$ cat config.mk
export PLATFORM = sky130hd
export DESIGN_NAME = jt12_opsched
export DESIGN_NICKNAME = d
export VERILOG_FILES = /design/src/rtl/jt12_opsched.sv
export SDC_FILE = /design/constraint.sdc
export NUM_CORES = 1
export LEC_CHECK = 0
export CAP_MARGIN = 20
export CORE_MARGIN = 5
export CORE_UTILIZATION = 45
export DETAILED_ROUTE_END_ITERATION = 7
export PLACE_DENSITY_LB_ADDON = 0.25
export REMOVE_ABC_BUFFERS = 1
export SLEW_MARGIN = 10
export SYNTH_ARGS = -nofsm -noshare
export SYNTH_HDL_FRONTEND = slang
export SYNTH_SLANG_ARGS = --single-unit
$ cat constraint.sdc
create_clock -name clk -period 3.09 [get_ports clk]
set_clock_uncertainty 0.2 [all_clocks]
set_input_delay 0.309 -clock clk [delete_from_list [all_inputs] [get_ports clk]]
set_output_delay 0.309 -clock clk [all_outputs]
set_load 0.01 [all_outputs]
$ cat src/rtl/jt12_opsched.sv
// Operator slot scheduler: 24-slot frame, per-channel {alg,fb} file, registered selects.
// Optional JT12_OPSCHED_CHMASK_EN adds ch_mask[5:0] to silence channels.
module jt12_opsched #(
    parameter int NUM_CH = 6
) (
    input  logic       clk,
    input  logic       rst_n,
    input  logic       clk_en,
    input  logic       wr,
    input  logic [2:0] wr_ch,
    input  logic [2:0] wr_alg,
    input  logic [2:0] wr_fb,
`ifdef JT12_OPSCHED_CHMASK_EN
    input  logic [5:0] ch_mask,
`endif
    output logic [4:0] slot,
    output logic       s1_enters,
    output logic       s3_enters,
    output logic       s2_enters,
    output logic       s4_enters,
    output logic       zero,
    output logic       use_prevprev1,
    output logic       use_internal_x,
    output logic       use_prev2,
    output logic       use_prev1,
    output logic       use_internal_y,
    output logic [2:0] fb_II
);

    logic [4:0] slot_q, slot_d;
    logic [2:0] ch_q, ch_d;
    logic [1:0] grp_q, grp_d;
    logic [3:0] strb_q, strb_d;
    logic       zero_q, zero_d;
    logic [4:0] use_q, use_d;
    logic [2:0] fbii_q, fbii_d;
    logic [2:0] alg_q [NUM_CH];
    logic [2:0] alg_d [NUM_CH];
    logic [2:0] fb_q [NUM_CH];
    logic [2:0] fb_d [NUM_CH];
    logic [2:0] nalg;
    logic [5:0] mask;

`ifdef JT12_OPSCHED_CHMASK_EN
    assign mask = ch_mask;
`else
    assign mask = 6'd0;
`endif

    // use vector bits: {prevprev1, internal_x, prev2, prev1, internal_y}
    always_comb begin
        slot_d = slot_q;
        ch_d   = ch_q;
        grp_d  = grp_q;
        strb_d = strb_q;
        zero_d = zero_q;
        use_d  = use_q;
        fbii_d = fbii_q;
        alg_d  = alg_q;
        fb_d   = fb_q;
        nalg   = 3'd0;
        if (clk_en) begin
            slot_d = (slot_q == 5'd23) ? 5'd0 : slot_q + 5'd1;
            if (ch_q == 3'd5) begin
                ch_d  = 3'd0;
                grp_d = grp_q + 2'd1;
            end else begin
                ch_d = ch_q + 3'd1;
            end
            nalg   = alg_q[ch_d];
            zero_d = (slot_d == 5'd0);
            strb_d = 4'b1000 >> grp_d;
            use_d  = 5'b00000;
            if (!mask[ch_d]) begin
                unique case (grp_d)
                    2'd0: use_d = 5'b10010;
                    2'd1: begin
                        case (nalg)
                            3'd0, 3'd3, 3'd4, 3'd5, 3'd6: use_d = 5'b00010;
                            default: use_d = 5'b00000;
                        endcase
                    end
                    2'd2: begin
                        case (nalg)
                            3'd0, 3'd2: use_d = 5'b00001;
                            3'd1:       use_d = 5'b00101;
                            3'd5:       use_d = 5'b00010;
                            default:    use_d = 5'b00000;
                        endcase
                    end
                    2'd3: begin
                        case (nalg)
                            3'd0, 3'd1, 3'd2, 3'd4: use_d = 5'b00001;
                            3'd3:    use_d = 5'b00101;
                            3'd5:    use_d = 5'b00010;
                            default: use_d = 5'b00000;
                        endcase
                    end
                endcase
            end
            // feedback follows the S1 slot that is being left
            fbii_d = (grp_q == 2'd0 && !mask[ch_q]) ? fb_q[ch_q] : 3'd0;
            if (wr && wr_ch < 3'(NUM_CH)) begin
                alg_d[wr_ch] = wr_alg;
                fb_d[wr_ch]  = wr_fb;
            end
        end
    end

    always_ff @(posedge clk or negedge rst_n) begin
        if (!rst_n) begin
            slot_q <= 5'd0;
            ch_q   <= 3'd0;
            grp_q  <= 2'd0;
            strb_q <= 4'b1000;
            zero_q <= 1'b1;
            use_q  <= 5'd0;
            fbii_q <= 3'd0;
            alg_q  <= '{default: 3'd0};
            fb_q   <= '{default: 3'd0};
        end else begin
            slot_q <= slot_d;
            ch_q   <= ch_d;
            grp_q  <= grp_d;
            strb_q <= strb_d;
            zero_q <= zero_d;
            use_q  <= use_d;
            fbii_q <= fbii_d;
            alg_q  <= alg_d;
            fb_q   <= fb_d;
        end
    end

    assign slot           = slot_q;
    assign s1_enters      = strb_q[3];
    assign s3_enters      = strb_q[2];
    assign s2_enters      = strb_q[1];
    assign s4_enters      = strb_q[0];
    assign zero           = zero_q;
    assign use_prevprev1  = use_q[4];
    assign use_internal_x = use_q[3];
    assign use_prev2      = use_q[2];
    assign use_prev1      = use_q[1];
    assign use_internal_y = use_q[0];
    assign fb_II          = fbii_q;

endmodule

==> results of run 1 <==
==> flip-flops by register name, indices dropped and copies added, names as in the netlist <==
name    flops
alg_q      18
ch_q        3
fb_II       3
fb_q       18
grp_q       2
slot        5
strb_q      4
use_q       4
zero        1
==> through the flow <==
| stage | hold slack (ns) | setup WS (ns) |
|---|---|---|
| floorplan | -0.187 | 0.683 |
| detailed placement | -0.0622 | 0.643 |
| global route | 0.120 | 0.446 |
| CTS | 0.0980 | 0.623 |
| finish | 0.111 | 0.622 |
| global placement | -0.0624 | 0.686 |
==> synth_stat cells (all sizes together) <==
cell type | instances | area [um2]
a211oi | 1 | 7.51
a21boi | 1 | 11.3
a21o | 1 | 7.51
a21oi | 8 | 51.3
a22oi | 3 | 22.5
a31oi | 3 | 18.8
a41oi | 1 | 8.76
and2b | 1 | 7.51
and3 | 2 | 12.5
buf | 7 | 61.3
clkbuf | 6 | 22.5
conb | 1 | 3.75
dfrtp | 56 | 1400
dfstp | 2 | 52.6
fa | 1 | 20.0
ha | 3 | 37.5
inv | 11 | 41.3
mux2 | 43 | 484
mux4 | 4 | 90.1
nand2 | 13 | 48.8
nand2b | 6 | 37.5
nand3 | 10 | 50.1
nand3b | 3 | 22.5
nor2 | 13 | 48.8
nor2b | 4 | 25.0
nor3 | 4 | 20.0
o2111ai | 1 | 8.76
o21a | 1 | 7.51
o21ai | 9 | 45.0
o221ai | 2 | 23.8
o22ai | 3 | 18.8
o31ai | 1 | 12.5
o41ai | 1 | 16.3
or2 | 1 | 6.26
or3 | 2 | 12.5
or3b | 1 | 8.76
xnor2 | 4 | 35.0
xor2 | 2 | 17.5
==> repair_timing <==
| item | CTS | global route |
|---|---|---|
| resized for setup | 0 | 0 |
| buffers inserted | 0 | 0 |
| hold buffers | 1 | 0 |
| endpoints found under the hold margin | 56 | 0 |
==> power by group <==
group | internal [W] | switching (W) | total [W]
Combinational | 0.000655 | 0.000566 | 0.00122
Sequential | 0.00100 | 0.000211 | 0.00121
Clock | 0.000287 | 0.000314 | 0.000600
==> cell usage in the layout, fill, tap and decap left out, types with 2 or more instances in the layout <==
master and n:
mux2_2 43, clkinv_2 3, a22oi_1 3, and3_1 2, clkdlybuf4s50_1 28, clkinvlp_4 3
buf_4 5, o22ai_1 3, or3_1 2, xnor2_1 4, xor2_1 2, nand2b_1 6
nor3_1 4, nor2b_1 4, mux4_2 4, nand2_1 13, nand3_1 10, o21ai_0 8
nor2_1 13, ha_1 3, dfstp_2 2, a31oi_1 3, inv_1 11, a21oi_1 7
dfrtp_1 56, clkbuf_8 9, nand3b_1 3
==> worst paths after layout <==
kind / startpoint / endpoint / slack (ns) / depth (start not counted)
worst min-delay path: rst_n / alg_q[5] / 0.11 / 2
worst max-delay path: ch_q[1] / use_q[1] / 0.62 / 5
worst max register to register: ch_q[1] / use_q[1] / 0.62 / 5
min in group clk: zero / zero / 0.27 / 2
worst min register to register: zero / zero / 0.27 / 2
max in group asynchronous: rst_n / ch_q[2] / 1.98 / 3
==> per-layer routing <==
metal / global-route usage / share of wire / up-vias
li1: - / - / 896
met2: 0.228 / 0.43 / 48
met5: 0 / 0 / -
met4: 0.0609 / 0.011 / 0
met3: 0.0433 / 0.059 / 6
met1: 0.229 / 0.50 / 870
==> area by class of cell <==
| class | instances | area share |
|---|---|---|
| sequential | 58 | 0.435 |
| multi-input combinational | 154 | 0.374 |
| timing repair buffer | 35 | 0.0996 |
| clock buffer | 9 | 0.0371 |
| tap | 75 | 0.0281 |
| clock inverter | 7 | 0.0139 |
| inverter | 11 | 0.0124 |
==> logic make-up (layout without fill, tap and decap cells) <==
kind of cell / Yosys count / count (layout) / synth area share
AOI/OAI and AO/OA: 36 / 36 / 0.0920
xor gates and xnor gates: 6 / 6 / 0.0186
adders and majority gates: 4 / 4 / 0.0204
buffers and inverters: 24 / 62 / 0.0442
DFF: 58 / 58 / 0.514
muxes: 47 / 47 / 0.203
other: 1 / 1 / 0.00133
and+or+nand+nor: 60 / 60 / 0.106
==> results.tsv, run 1 <==
stage	metric	value	unit
die	Die H	89.3	um
routing	Residual DRC	0	
worst_setup_path	crit-path max cell delay	0.60	ns
final_layout	Final Cell Area	3340	um2
placement	placed cell area	3160	um2
routing	Vias	1820	
min_path	hold crit path type	in -> async	
timing	Worst Max-Slew Pin Slew	0.655	ns
final_layout	Non-Filler Instances	349	
power	Leakage	1.39	nW
power	total chip power	0.00303	W
timing	Tcrit/Tclk final	0.799	
routing	iteration-0 DRC count of the detailed router	78	
final_layout	final core utilization	0.554	
grt	first-pass GRT wire length	9.40	mm
clock_tree	CTS tree	done	
flow_run	maxcap violations	0	
logic_synthesis	Avg Inst Size Synth	12.0	um2
timing	Highest Clock Rate	405	MHz
final_layout	FF/Latch Area	1450	um2
worst_setup_path	Crit Path Max Fanout	14	
clock_tree	CTS clk-pin slew, worst paths	0.07	ns
final_layout	Final nets	286	
logic_synthesis	register bit total from synthesis	58	
final_layout	share of layout cells above drive strength 1	0.277	
clock_tree	H-Tree Depth	3	
worst_setup_path	critical path class	reg -> reg	
logic_synthesis	Mapped Area	2830	um2
placement	final HPWL from detailed placement	4.00	mm
grt	total track usage	0.159	
timing	Sum Neg Setup Slack	0	ns
timing	post-layout min period	2.47	ns
power	Power per Cell Area	908	nW/um2
final_layout	Fillers	516	
final_layout	diode count	0	
die	I/O Pins	31	
timing	Setup violations, final	0	
grt	vias in the first global route	1915	
timing	Max Slew Vio Count	0	
routing	Final ANT Viol Nets	0	
die	row cnt	28	
worst_setup_path	CP Data Required Time	3.10	ns
logic_synthesis	Mapped Cells	236	
worst_setup_path	CP max stage cell	dfrtp_1	
routing	via/cell ratio	5.21	
worst_setup_path	crit path cell chain	mux4_2 > a21oi_4 > fa_1 > o21ai_0 > a31oi_1	
placement	routability cong.	0.862	
clock_tree	Num CTS Buffers	9	
routing	drt total wl	5.64	mm
placement	number of port buffers	29	
die	Die W	89.3	um
logic_synthesis	sequential-to-total area share from yosys stat	0.514	
final_layout	Multi-input gate area	1250	um2
clock_tree	clock sink total	58	
die	Starting Density	0.469	
worst_setup_path	worst endpoint data arrival time	2.48	ns
routing	DRT Pass-1 Iters	4	
clock_tree	clk_lat worst skew	0.34	ns
placement	dpl cells	332	
logic_synthesis	YS warnings	0	
worst_setup_path	CP Launch Type	flip-flop	
grt	largest net degree at the start of global routing	33	
timing	final hold vios	0	
routing	WL per Instance	16.1	um
logic_synthesis	Yosys cell types	43	
grt	grt total ovfl	0	
die	Die Area	7970	um2
worst_setup_path	Bufs and invs on worst path	0	
run_status	outcome	finished clean	
timing	relative slew slack	0.562	
power	Max VDD drop	495	uV
worst_setup_path	Critical Path End Type	flip-flop	
clock_tree	CTS Root Cell	clkbuf_8	
final_layout	Area Overhead vs Synth	18.1	%
timing	RSZ-0062 raised after global routing	no	
worst_setup_path	crit-path leading delay family	flip-flops	
grt	initial antenna violation count	0	
clock_tree	Bufs on Longest Clock Path	2	
die	Core Region	6030	um2
(Power assumes the default switching activity.)
==> run 2, diff against run 1 <==
==> constraint.sdc (replaced) <==
create_clock -name clk -period 2 [get_ports clk]
set_clock_uncertainty 0.2 [all_clocks]
set_input_delay 0.2 -clock clk [delete_from_list [all_inputs] [get_ports clk]]
set_output_delay 0.2 -clock clk [all_outputs]
set_load 0.01 [all_outputs]
==> run 2 against run 1 <==
Compared with the run above: the flow now finishes with violations (setup timing); register-to-register slack worse by 0.75 ns; sequential share of layout area is 3.3 points lower; power is 73% higher; sequential power is 53% higher; global-route usage is 0.35 points higher; fmax is 16% higher; first-iteration DRC count is 24% lower; largest power group unchanged; worst setup slack worse by 0.75 ns; final cell count is 6.3% higher; via count is 5.4% higher.
==> results.tsv, run 2 (synthesis results as in run 1) <==
stage	metric	value	unit	change
run_status	outcome	finished with violations		
run_status	failing checks	setup timing		
power	Leakage	1.54	nW	+11%
placement	routability cong.	0.815		-5.5%
routing	Final ANT Viol Nets	0		unchanged
die	Die W	89.3	um	unchanged
clock_tree	clock sink total	58		unchanged
grt	vias in the first global route	1970		+2.9%
grt	grt total ovfl	0		unchanged
final_layout	commonest non-fill, non-tap cell in the layout	dfrtp_1		
timing	final worst slack	-0.124	ns	-0.746 ns
worst_setup_path	CP Data Required Time	1.99	ns	-1.11 ns
power	Max VDD drop	720	uV	+45%
routing	DRT Pass-1 Iters	4		unchanged
timing	Max Slew Vio Count	0		unchanged
final_layout	diode count	0		unchanged
timing	Tcrit/Tclk final	1.06		+0.263
power	Power per Cell Area	1450	nW/um2	+60%
worst_setup_path	crit path cell chain	mux4_2 > a21oi_4 > fa_1 > o21ai_1 > a31oi_1		
placement	final HPWL from detailed placement	4.14	mm	+3.7%
die	Die Area	7970	um2	unchanged
timing	Sum Neg Setup Slack	-0.234	ns	-0.234 ns
final_layout	most frequent cells in the layout	dfrtp_1, mux2_2, clkdlybuf4s50_1		
worst_setup_path	worst endpoint data arrival time	2.12	ns	-0.36 ns
grt	Global Route met2 Usage	0.246		+0.0181
final_layout	share of layout cells above drive strength 1	0.385		+0.108
worst_setup_path	CP max stage cell	mux4_2		
routing	WL per Instance	15.5	um	-4.2%
timing	post-layout min period	2.12	ns	-0.344 ns
grt	first-pass GRT wire length	9.59	mm	+2.0%
grt	M1 GR Usage	0.224		-0.00459
grt	total track usage	0.162		+0.00352
grt	largest net degree at the start of global routing	33		unchanged
worst_setup_path	critical path class	reg -> reg		
routing	iteration-0 DRC count of the detailed router	59		-24%
flow_run	maxcap violations	0		unchanged
final_layout	Area Overhead vs Synth	28.0	%	
worst_setup_path	crit-path max cell delay	0.55	ns	-0.05 ns
grt	met3 usage	0.0369		-0.00645
worst_setup_path	CP Launch Type	flip-flop		
timing	final hold vios	0		unchanged
routing	via/cell ratio	5.17		-0.81%
worst_setup_path	crit-path leading delay family	multiplexers		
die	row cnt	28		unchanged
die	Starting Density	0.469		unchanged
clock_tree	Num CTS Buffers	9		unchanged
clock_tree	clk_lat worst skew	0.33	ns	about the same
clock_tree	Bufs on Longest Clock Path	2		unchanged
clock_tree	CTS tree	done		
worst_setup_path	Critical Path End Type	flip-flop		
clock_tree	CTS clk-pin slew, worst paths	0.07	ns	about the same
routing	Residual DRC	0		unchanged
placement	DP Worst Slack	-0.199	ns	-0.843 ns
timing	Highest Clock Rate	471	MHz	+16%
clock_tree	H-Tree Depth	3		unchanged
worst_setup_path	Bufs and invs on worst path	0		unchanged
timing	Setup violations, final	2		+2
die	Die H	89.3	um	unchanged
timing	RSZ-0062 raised after global routing	yes		
routing	Vias	1919		+5.4%
power	total chip power	0.00526	W	+73%
grt	gr busiest metal	met2		
die	I/O Pins	31		unchanged
final_layout	Final nets	308		+7.7%
routing	drt total wl	5.74	mm	+1.9%
min_path	hold crit path type	in -> async		
placement	number of port buffers	29		unchanged
clock_tree	CTS Root Cell	clkbuf_8		
worst_setup_path	Crit Path Max Fanout	6		-8
grt	initial antenna violation count	0		unchanged
die	Core Region	6030	um2	unchanged
-- run 2: cell count changes in the layout (fill, tap and decap cells not counted), moves of 3 or more --
cell / delta
buf_6: +3
dfrtp_2: +3
dfrtp_1: -3
buf_4: +17
-- run 2: area by class of cell --
type / count / area (um2)
clock buffers: 10 / 128
clock inverters: 6 / 57.6
fillers: 501 / 2410
inverters: 11 / 41.3
multi-input cells: 154 / 1320
flip-flops and latches: 58 / 1460
well taps: 75 / 93.8
repair buffers: 57 / 519
-- run 2: per-stage QoR --
| step | area, um2 | utilization | hold slack (ns) | std cells |
|---|---|---|---|---|
| floorplan | 2740 | - | -0.296 | 223 |
| global placement | 3330 | 0.553 | -0.0296 | 353 |
| detailed placement | 3330 | 0.553 | -0.0277 | 353 |
| CTS | 3540 | 0.588 | 0.138 | 371 |
| global route | 3620 | 0.601 | 0.192 | 371 |
| finish | 3620 | 0.601 | 0.141 | 371 |
-- run 2: repair_timing --
item,CTS,global route
endpoints found under the hold margin,47,0
gates cloned,0,1
resized for setup,5,20
endpoints found under the setup margin,2,5
setup buffers,1,1
hold buffers,1,0
pin swaps,6,9
-- run 2: power breakdown --
part	switching [W]	internal [W]
Combinational	0.00104	0.00135
Sequential	0.000298	0.00155
Clock	0.000448	0.000566
Total	0.00179	0.00347
-- run 2: worst paths after layout --
check                              from        to  slack [ns]  depth (start not counted)
worst max-delay path            ch_q[1]  use_q[1]       -0.12                          5
worst min register to register     zero      zero        0.27                          2
min in group clk                   zero      zero        0.27                          2
max in group asynchronous         rst_n   ch_q[1]        0.94                          3
worst min-delay path              rst_n  use_q[4]        0.14                          2
worst max register to register  ch_q[1]  use_q[1]       -0.12                          5
-- run 2: layer usage --
| layer | up-vias | wire [um] |
|---|---|---|
| li1 | 942 | - |
| met1 | 929 | 2830 |
| met2 | 44 | 2600 |
| met3 | 4 | 256 |
| met4 | 0 | 62 |
| met5 | - | 0 |
-- run 2: worst reg2reg max path: cells and delay by family, from the launching register on --
family / cells / cell delay [ns]
multiplexers: 1 / 0.55
adder cells (fa/ha/maj): 1 / 0.41
AO/OA/AOI/OAI: 3 / 0.41
flip-flops: 1 / 0.43
==> run 3, diff against run 2 <==
--- a/config.mk
+++ b/config.mk
@@ -5,6 +5,7 @@
 export SDC_FILE = /design/constraint.sdc
 export NUM_CORES = 1
 export LEC_CHECK = 0
+export ABC_AREA = 1
 export CAP_MARGIN = 20
 export CORE_MARGIN = 5
 export CORE_UTILIZATION = 45
==> run 3 against run 2 <==
Compared with the run above: the run still ends with setup timing left; count of clock-buffer cells in the layout is 2 higher; worst setup slack lost 0.10 ns; sequential cell count is the same; critical path depth up 7; synthesized area shrank 0.31%; cell area is 3.5% higher; power rose by 3.3%; global-route usage increased by 2.1 points; clock power down 5%; die area decreased by 0.28%; sequential share of layout area shrank 1.4 points; fmax fell by 4.6%; largest power group unchanged.
==> results.tsv, run 3 <==
stage	metric	value	unit	change
run_status	outcome	finished with violations		
run_status	failing checks	setup timing		
die	row cnt	28		unchanged
logic_synthesis	Mapped Area	2820	um2	-0.31%
worst_setup_path	critical path class	reg -> reg		
die	I/O Pins	31		unchanged
worst_setup_path	CP max stage cell	dfrtp_2		
final_layout	most frequent cells in the layout	nand2_1, o21ai_0, dfrtp_1		
routing	Vias	2469		+29%
final_layout	diode count	0		unchanged
logic_synthesis	Post-Synth XOR/XNOR Area	0.00311		-0.0155
clock_tree	CTS Root Cell	clkbuf_8		
grt	vias in the first global route	2465		+25%
logic_synthesis	top cell type by total area after synthesis	dfrtp_1		
logic_synthesis	Avg Inst Size Synth	7.87	um2	-34%
grt	first-pass GRT wire length	11.2	mm	+16%
worst_setup_path	worst endpoint data arrival time	2.25	ns	+0.13 ns
placement	final HPWL from detailed placement	4.45	mm	+7.3%
final_layout	Multi-input gate area	1240	um2	-5.9%
routing	Residual DRC	0		unchanged
clock_tree	CTS tree	done		
worst_setup_path	FF-to-FF Start	ch_q[0]		
logic_synthesis	Yosys cell types	25		-42%
final_layout	share of layout cells above drive strength 1	0.221		-0.164
clock_tree	Num CTS Buffers	9		unchanged
logic_synthesis	Post-Synth Simple-Gate Area	0.238		+0.132
timing	relative slew slack	0.612		
clock_tree	CTS clk-pin slew, worst paths	0.07	ns	about the same
logic_synthesis	sequential-to-total area share from yosys stat	0.516		+0.00160
power	total chip power	0.00544	W	+3.3%
placement	routability cong.	0.810		-0.59%
timing	Worst Max-Slew Pin Slew	0.582	ns	
routing	drt total wl	6.49	mm	+13%
grt	largest net degree at the start of global routing	36		+9.1%
routing	via/cell ratio	4.90		-5.3%
timing	Max Slew Vio Count	0		unchanged
worst_setup_path	crit path cell chain	nand2_2 > nand2_2 > nand2_4 > buf_4 > nand3_1 > nand2_2 > inv_2 > fa_2 > nor3_2 > nand2_1 > nand2_1 > nand2_1		
power	Power per Cell Area	1450	nW/um2	-0.11%
logic_synthesis	largest family of logic cells by synthesized area	simple AND/OR/NAND/NOR gates		
logic_synthesis	mux cell area share after synthesis	0.0107		-0.192
grt	grt total ovfl	0		unchanged
timing	final hold vios	0		unchanged
worst_setup_path	R2R depth	12		+7
routing	DRT Pass-1 Iters	4		unchanged
logic_synthesis	register bit total from synthesis	58		unchanged
timing	RSZ-0062 raised after global routing	yes		
die	Die H	89.1	um	-0.14%
timing	post-layout min period	2.23	ns	+0.102 ns
routing	WL per Instance	12.9	um	-17%
grt	met3 usage	0.0433		+0.00645
worst_setup_path	crit-path max cell delay	0.49	ns	-0.06 ns
worst_setup_path	R2R setup slack	-0.23	ns	-0.10 ns
routing	iteration-0 DRC count of the detailed router	148		+150%
clock_tree	Bufs on Longest Clock Path	2		unchanged
power	Max VDD drop	667	uV	-7.3%
logic_synthesis	most frequent cell after synthesis	nand2_1		
final_layout	Final nets	442		+44%
logic_synthesis	Post-Synth Adder-Cell Area	0.0204		+0.0000632
grt	Global Route met2 Usage	0.287		+0.0415
final_layout	Area Overhead vs Synth	32.8	%	
min_path	hold crit path type	in -> async		
die	Core Region	5990	um2	-0.58%
timing	Setup violations, final	2		unchanged
logic_synthesis	Yosys top cell area share	0.497		+0.00154
final_layout	FF/Latch Area	1460	um2	-0.17%
placement	number of port buffers	29		unchanged
final_layout	Fillers	527		+5.2%
worst_setup_path	Critical Path End Type	flip-flop		
worst_setup_path	CP Data Required Time	2.03	ns	+0.04 ns
power	Leakage	1.88	nW	+22%
flow_run	maxcap violations	0		unchanged
clock_tree	clk_lat worst skew	0.34	ns	about the same
logic_synthesis	synth cell count leaders	nand2_1, o21ai_0, dfrtp_1		
logic_synthesis	Mapped Cells	358		+52%
routing	Final ANT Viol Nets	0		unchanged
logic_synthesis	Main synth FF type	dfrtp_1		
timing	Tcrit/Tclk final	1.11		+0.0510
grt	initial antenna violation count	0		unchanged
worst_setup_path	CP Launch Type	flip-flop		
timing	Sum Neg Setup Slack	-0.256	ns	-0.0222 ns
worst_setup_path	Crit Reg-Reg Endpoint	use_q[1]		
logic_synthesis	complex-gate fraction of the synthesized area	0.132		+0.0398
timing	Highest Clock Rate	449	MHz	-4.6%
clock_tree	clock sink total	58		unchanged
die	Die Area	7950	um2	-0.28%
worst_setup_path	Crit Path Max Fanout	7		+1
logic_synthesis	ys async rst share	1.00		unchanged
die	Starting Density	0.471		+0.00128
grt	gr busiest metal	met2		
logic_synthesis	top cells by area, synth	dfrtp_1, nand2_1, o21ai_0		
final_layout	commonest non-fill, non-tap cell in the layout	nand2_1		
timing	final worst slack	-0.226	ns	-0.102 ns
clock_tree	H-Tree Depth	3		unchanged
grt	total track usage	0.183		+0.0207
grt	M1 GR Usage	0.241		+0.0167
logic_synthesis	YS warnings	0		unchanged
die	Die W	89.1	um	-0.14%
logic_synthesis	EDFF count, synth	0		unchanged
[run 3: cell types whose count changed after synthesis, sizes merged, moves of 4 or more]
| cell | before | now |
|---|---|---|
| inv | 11 | 39 |
| mux2 | 43 | 0 |
| clkbuf | 6 | 10 |
| nand2 | 13 | 121 |
| o21a | 1 | 5 |
| nand2b | 6 | 0 |
| nor2b | 4 | 0 |
| xnor2 | 4 | 0 |
| a21oi | 8 | 4 |
| mux4 | 4 | 0 |
| nor2 | 13 | 19 |
| o21ai | 9 | 59 |
| nand4 | 0 | 7 |
[run 3: cell type report]
| cell class | count | area share |
|---|---|---|
| inverters | 39 | 0.0391 |
| clock buffers | 12 | 0.0414 |
| clock inverters | 3 | 0.00401 |
| repair buffers | 71 | 0.169 |
| flip-flops and latches | 58 | 0.389 |
| well taps | 75 | 0.0251 |
| multi-input cells | 246 | 0.332 |
[run 3: power breakdown]
group	internal [W]	switching, W	total, W
clock network	0.000504	0.000451	0.000955
registers	0.00150	0.000234	0.00174
logic	0.00134	0.00140	0.00274
total	0.00335	0.00209	0.00544
[run 3: how the worst max path moves through the flow]
| stage | from | cells after the start | to | slack [ns] |
|---|---|---|---|---|
| global route | ch_q[0] | 12 | use_q[1] | -0.35 |
| detailed placement | ch_q[0] | 14 | use_q[1] | -0.26 |
| finish | ch_q[0] | 12 | use_q[1] | -0.23 |
| CTS | ch_q[0] | 12 | use_q[1] | -0.13 |
| global placement | ch_q[1] | 13 | use_q[1] | -0.22 |
| floorplan | ch_q[0] | 12 | use_q[1] | -0.64 |
[run 3: worst max-delay path, delay by kind of cell, from the launching register on]
family | cells | cell delay [ns]
adders and majority gates | 1 | 0.45
buffers and inverters | 2 | 0.17
DFF | 1 | 0.49
and+or+nand+nor | 9 | 0.79
[run 3: through the flow]
stage | hold slack [ns] | instance area (um2) | setup WS (ns) | instances | utilization
global route | 0.243 | 3740 | -0.347 | 504 | 0.625
global placement | 0.0277 | 3360 | -0.219 | 477 | 0.561
finish | 0.191 | 3740 | -0.226 | 504 | 0.625
CTS | 0.204 | 3630 | -0.127 | 497 | 0.606
floorplan | -0.296 | 2740 | -0.641 | 343 | -
detailed placement | 0.0389 | 3360 | -0.256 | 477 | 0.561
[run 3: repair_timing]
item / CTS / global route
buffers inserted: 5 / 7
hold buffers: 1 / 0
gates resized for setup: 26 / 20
pin swaps: 13 / 20
cloned: 1 / 0
hold endpoints to repair: 21 / 0
setup endpoints to repair: 2 / 3
[run 3: per-layer routing]
metal / up-vias / wire length, um
li1: 1275 / -
met1: 1126 / 3030
met2: 58 / 3030
met3: 10 / 337
met4: 0 / 102
met5: - / 0
[run 3: cell families after synthesis]
| group | after synthesis |
|---|---|
| simple gates | 166 |
| compound gates | 71 |
| flops | 58 |
| buf+inv | 54 |
| fa+ha+maj | 4 |
| mux | 3 |
| other cells | 1 |
| xor+xnor | 1 |
